===== config.mk =====
export PLATFORM = sky130hd
export DESIGN_NAME = sample_serializer
export DESIGN_NICKNAME = d
export VERILOG_FILES = /design/src/rtl/sample_serializer.sv
export SDC_FILE = /design/constraint.sdc
export NUM_CORES = 1
export LEC_CHECK = 0
export BUFFER_PORTS_ARGS = -buffer_cell sky130_fd_sc_hd__clkbuf_2
export CAP_MARGIN = 40
export CORE_MARGIN = 8
export CORE_UTILIZATION = 35
export DETAILED_ROUTE_END_ITERATION = 7
export GPL_ROUTABILITY_DRIVEN = 0
export GPL_TIMING_DRIVEN = 1
export SLEW_MARGIN = 30
export SYNTH_ARGS = -nofsm -noshare
export SYNTH_HDL_FRONTEND = slang
export SYNTH_SLANG_ARGS = --single-unit

===== constraint.sdc =====
create_clock -name clk -period 5.7 [get_ports clk]
set_clock_uncertainty 0.1 [all_clocks]
set_input_delay 0.285 -clock clk [delete_from_list [all_inputs] [get_ports clk]]
set_output_delay 0.285 -clock clk [all_outputs]
set_load 0.01 [all_outputs]

===== src/rtl/sample_serializer.sv =====
`default_nettype none
// ============================================================================
// Module  : sample_serializer
// Brief   : Splits show-ahead FIFO records into a little-endian byte stream.
// Revision: 1.0 - initial release
// ============================================================================
module sample_serializer #(
    parameter int RECORD_BYTES = 6
) (
    input  logic                      clk,
    input  logic                      reset,
    input  logic                      enable,
    input  logic [8*RECORD_BYTES-1:0] rec_data,
    input  logic                      rec_valid,
    output logic                      rec_ack,
    output logic [7:0]                sample,
    output logic                      sample_rdy,
    input  logic                      sample_ack,
    output logic                      busy,
    output logic [31:0]               records_sent
);

    localparam int               IDX_W    = $clog2(RECORD_BYTES);
    localparam logic [IDX_W-1:0] LAST_IDX = IDX_W'(RECORD_BYTES - 1);

    typedef enum logic [0:0] {
        S_IDLE = 1'b0,
        S_SEND = 1'b1
    } state_t;

    state_t                    state_q;
    logic [8*RECORD_BYTES-1:0] hold_q;
    logic [IDX_W-1:0]          idx_q;
    logic                      sample_rdy_q;
    logic [31:0]               records_sent_q;

    logic                      w_xfer;
    logic                      w_last;
    logic                      w_load;
    logic [7:0]                w_sample;

    assign w_xfer = sample_rdy_q && sample_ack;
    assign w_last = (idx_q == LAST_IDX);

    // The pop strobe must coincide with the latch edge of a show-ahead FIFO,
    // so it is decoded from the current state rather than registered.
    assign w_load = !reset && enable && rec_valid &&
                    ((state_q == S_IDLE) || (w_xfer && w_last));

    always_comb begin
        w_sample = 8'h00;
        for (int i = 0; i < RECORD_BYTES; i++) begin
            if (idx_q == IDX_W'(i)) begin
                w_sample = hold_q[8*i +: 8];
            end
        end
    end

    always_ff @(posedge clk or posedge reset) begin
        if (reset) begin
            state_q        <= S_IDLE;
            hold_q         <= '0;
            idx_q          <= '0;
            sample_rdy_q   <= 1'b0;
            records_sent_q <= 32'd0;
        end else begin
            if (w_load) begin
                hold_q <= rec_data;
            end
            // Index returns to zero after the final byte, ready for the next load.
            if (w_xfer) begin
                idx_q <= w_last ? '0 : idx_q + 1'b1;
            end
            if (w_xfer && w_last) begin
                records_sent_q <= records_sent_q + 32'd1;
            end
            case (state_q)
                S_IDLE: begin
                    if (w_load) begin
                        state_q      <= S_SEND;
                        sample_rdy_q <= 1'b1;
                    end
                end
                S_SEND: begin
                    if (w_xfer && w_last && !w_load) begin
                        state_q      <= S_IDLE;
                        sample_rdy_q <= 1'b0;
                    end
                end
                default: begin
                    state_q      <= S_IDLE;
                    sample_rdy_q <= 1'b0;
                end
            endcase
        end
    end

    assign rec_ack      = w_load;
    assign sample       = w_sample;
    assign sample_rdy   = sample_rdy_q;
    assign busy         = (state_q == S_SEND);
    assign records_sent = records_sent_q;

endmodule
`default_nettype wire


==> flow_summary_export.csv <==
group,metric,value,unit
status,status,"complete, no violations",
floorplan,boundaryPins,96,
synthesis,synth.avg_cell_area,12.5,um2
global_routing,grt_pass1_wl,15100,um
timing,rsz0062_at_grt,"false",
timing,hold_viol_final,0,
worst_setup_path,path_class,"reg -> out",
finish,drive_above_1_share,0.426,
synthesis,synth.most_common_cell,"dfrtp_1",
detailed_routing,viasPerCell,4.86,
timing,min_period_over_period,0.519,
synthesis,synth_top_cell_area_share,0.533,
cts,numCtsBuffers,9,
cts,cts_sinks,85,
floorplan,start_util,0.354,
timing,layout_setup_ws,2.74,ns
cts,cts_setup_buffers,0,
timing,max_freq,338,MHz
detailed_routing,dr.pass1.iters,4,
placement,dp_worst_setup_slack,2.90,ns
global_routing,grt_max_degree,56,
synthesis,ys_ff_latch,85,
synthesis,synth_ff_type,"dfrtp_1",
finish,fillers,1092,
global_routing,gr-total-overflow,0,
floorplan,die_h,123,um
timing,tightestPinTransition,0.710,ns
worst_setup_path,endpoint,"sample[7]",
timing,setup_tns,0,ns
cts,clock-root-buffer,"clkbuf_16",
floorplan,dieArea,15100,um2
worst_setup_path,startpoint_type,"flip-flop",
finish,n_antenna_cell,0,
worst_setup_path,r2r_setup_slack,3.08,ns
synthesis,netlist_top_cells_area,"dfrtp_1 53%, mux2_2 13%, xnor2_1 5.7%",
power_and_ir_drop,peakVddDrop,0.211,mV
global_routing,grt_use_total,0.128,
run,maxCapViolations,0,
timing,slew_headroom,0.527,
finish,area_growth,23.1,%
timing,maxSlewViolCount,0,
detailed_routing,drt_iter0_markers,95,
synthesis,synth_top_cell_by_area,"dfrtp_1",
detailed_routing,wl_per_cell,16.6,um
worst_setup_path,r2r_cells,7,
floorplan,die_w,123,um
power_and_ir_drop,combinationalPowerShare,0.233,
synthesis,postSynthNetCount,374,
power_and_ir_drop,clockPowerShare,0.337,
power_and_ir_drop,power.internal,1.27,mW
power_and_ir_drop,sw_frac_of_total,0.287,
finish,fin_nets,468,
detailed_routing,num_vias,2724,
detailed_routing,drt.antenna.violating_nets,0,
global_routing,grt_antenna_before_repair,0,
synthesis,yosys_warnings,0,
cts,postCtsHoldBufs,1,
floorplan,core,11300,um2
power_and_ir_drop,powerDensity,362,nW/um2
synthesis,synth-edff-count,0,
synthesis,synthArstFlopShare,1.00,
cts,clock_tree.htree_level_count,3,
cts,clkTransAtPathRegs,0.06,ns
cts,clockBufferDepth,2,
placement,dp_hpwl,6780,um
finish,final_core_util,0.436,
synthesis,synthTopCellsByCount,"85 x dfrtp_1, 47 x mux2_2, 26 x xnor2_1, 22 x nand2_1, 20 x o21ai_0",
detailed_routing,routed_wl,9290,um
worst_hold_path,hp-class,"in -> reg",
worst_setup_path,cp.arrival,2.57,ns
worst_setup_path,r2r-end,"hold_q[27]",
cts,clock_latency,0.34,ns
timing,setup_viol,0,
power_and_ir_drop,p_leak,2.40,nW
placement,io_buffers,95,
detailed_routing,drc,0,
synthesis,ys_seq_area_frac,0.533,
power_and_ir_drop,finalPower,1.78,mW
cts,cts_resized,0,
worst_setup_path,critPathMaxFanout,16,
floorplan,rows,39,
cts,cts_tree,"built",
synthesis,syn-cell-area,3990,um2
timing,fin_crit,2.96,ns
power_and_ir_drop,seqPwrFrac,0.430,
global_routing,grt_pass1_vias,3021,
synthesis,ys_types,31,
worst_setup_path,crit_start,"idx_q[1]",
worst_setup_path,reg2reg_from,"idx_q[1]",
worst_setup_path,cp_data_required_time,5.32,ns
power_and_ir_drop,p_sw,510,uW
synthesis,synth_cells,319,
worst_setup_path,endpoint_kind,"primary output",
## worst min path at each step
| stage | start | to | slack [ns] | depth (start not counted) |
|---|---|---|---|---|
| 4_1_cts | rec_data[19] | hold_q[19] | 0.06 | 2 |
| 3_3_place_gp | reset | records_sent[15] | 0.26 | 2 |
| 2_1_floorplan | reset | busy | 0.29 | 1 |
| 6_report | rec_data[19] | hold_q[19] | 0.08 | 2 |
| 3_5_place_dp | reset | records_sent[15] | 0.26 | 2 |
| 5_1_grt | rec_data[41] | hold_q[41] | 0.07 | 2 |
## final cells by class
class | count | area, um2 | area share
flip-flops and latches | 85 | 2130 | 0.433
repair buffers | 100 | 527 | 0.107
clock buffers | 11 | 253 | 0.0514
multi-input cells | 213 | 1750 | 0.357
inverters | 4 | 16.3 | 0.00331
clock inverters | 5 | 58.8 | 0.0120
well taps | 143 | 179 | 0.0364
## metrics by stage
step                hold WS (ns)  cell area [um2]  instances
finish                    0.0764             4910        561
global route              0.0707             4910        561
CTS                       0.0642             4890        559
detailed placement         0.259             4570        542
global placement           0.262             4570        542
floorplan                  0.292             3990        319
## critical path, stage by stage (launching register included)
cell      delay, ns
dfrtp_1        0.62
buf_6          0.24
and2_1         0.15
ha_1           0.61
mux2i_1        0.15
o21ai_0        0.28
clkbuf_2       0.19
## cell usage in the layout, fill, tap and decap left out, types with 2 or more instances in the layout
cell and count:
ha_1 2, xnor2_1 26, nor3_1 2, clkbuf_2 95, nand2_1 22, nand4_1 11
a32oi_1 6, xor2_1 6, clkinvlp_4 2, o21ai_0 20, dfrtp_1 85, buf_4 2
and3_1 6, and4_1 5, inv_1 3, clkbuf_16 9, and2_1 2, mux2_2 47
clkbuf_8 2, nor2_1 8, mux2i_1 18, nand2_2 2, clkinv_2 2, nor3_4 2
nand3_1 13, mux2_4 9
## layer usage
metal | GRT usage | up-vias | part of all wire
li1 | - | 1323 | -
met1 | 0.155 | 1319 | 0.43
met2 | 0.209 | 74 | 0.48
met3 | 0.0446 | 8 | 0.072
met4 | 0.0411 | 0 | 0.012
met5 | 0 | - | 0
## power by group through the flow
stage / Clock (mW) / Sequential (mW) / Combinational [mW]
6_report: 0.599 / 0.766 / 0.415
5_1_grt: 0.644 / 0.780 / 0.456
4_1_cts: 0.621 / 0.793 / 0.381
3_5_place_dp: 0 / 0.804 / 0.378
3_3_place_gp: 0 / 0.800 / 0.372
2_1_floorplan: 0 / 0.737 / 0.307
## sequential cells by signal, summed over array words and instances (netlist names)
name          cells
idx_q             3
sample_rdy        1
hold_q           48
records_sent     32
busy              1
## kinds of logic (layout without fill, tap and decap cells)
group                    after synthesis  after routing  share of synthesized area
buffers and inverters                 21            120                     0.0276
flip-flops                            85             85                      0.533
AO/OA/AOI/OAI                         28             28                     0.0414
multiplexers                          74             74                      0.212
adder cells (fa/ha/maj)                2              2                    0.00627
XOR/XNOR                              32             32                     0.0702
AND/OR/NAND/NOR                       77             77                      0.110
Note: power is estimated with default switching activity, not from simulation.
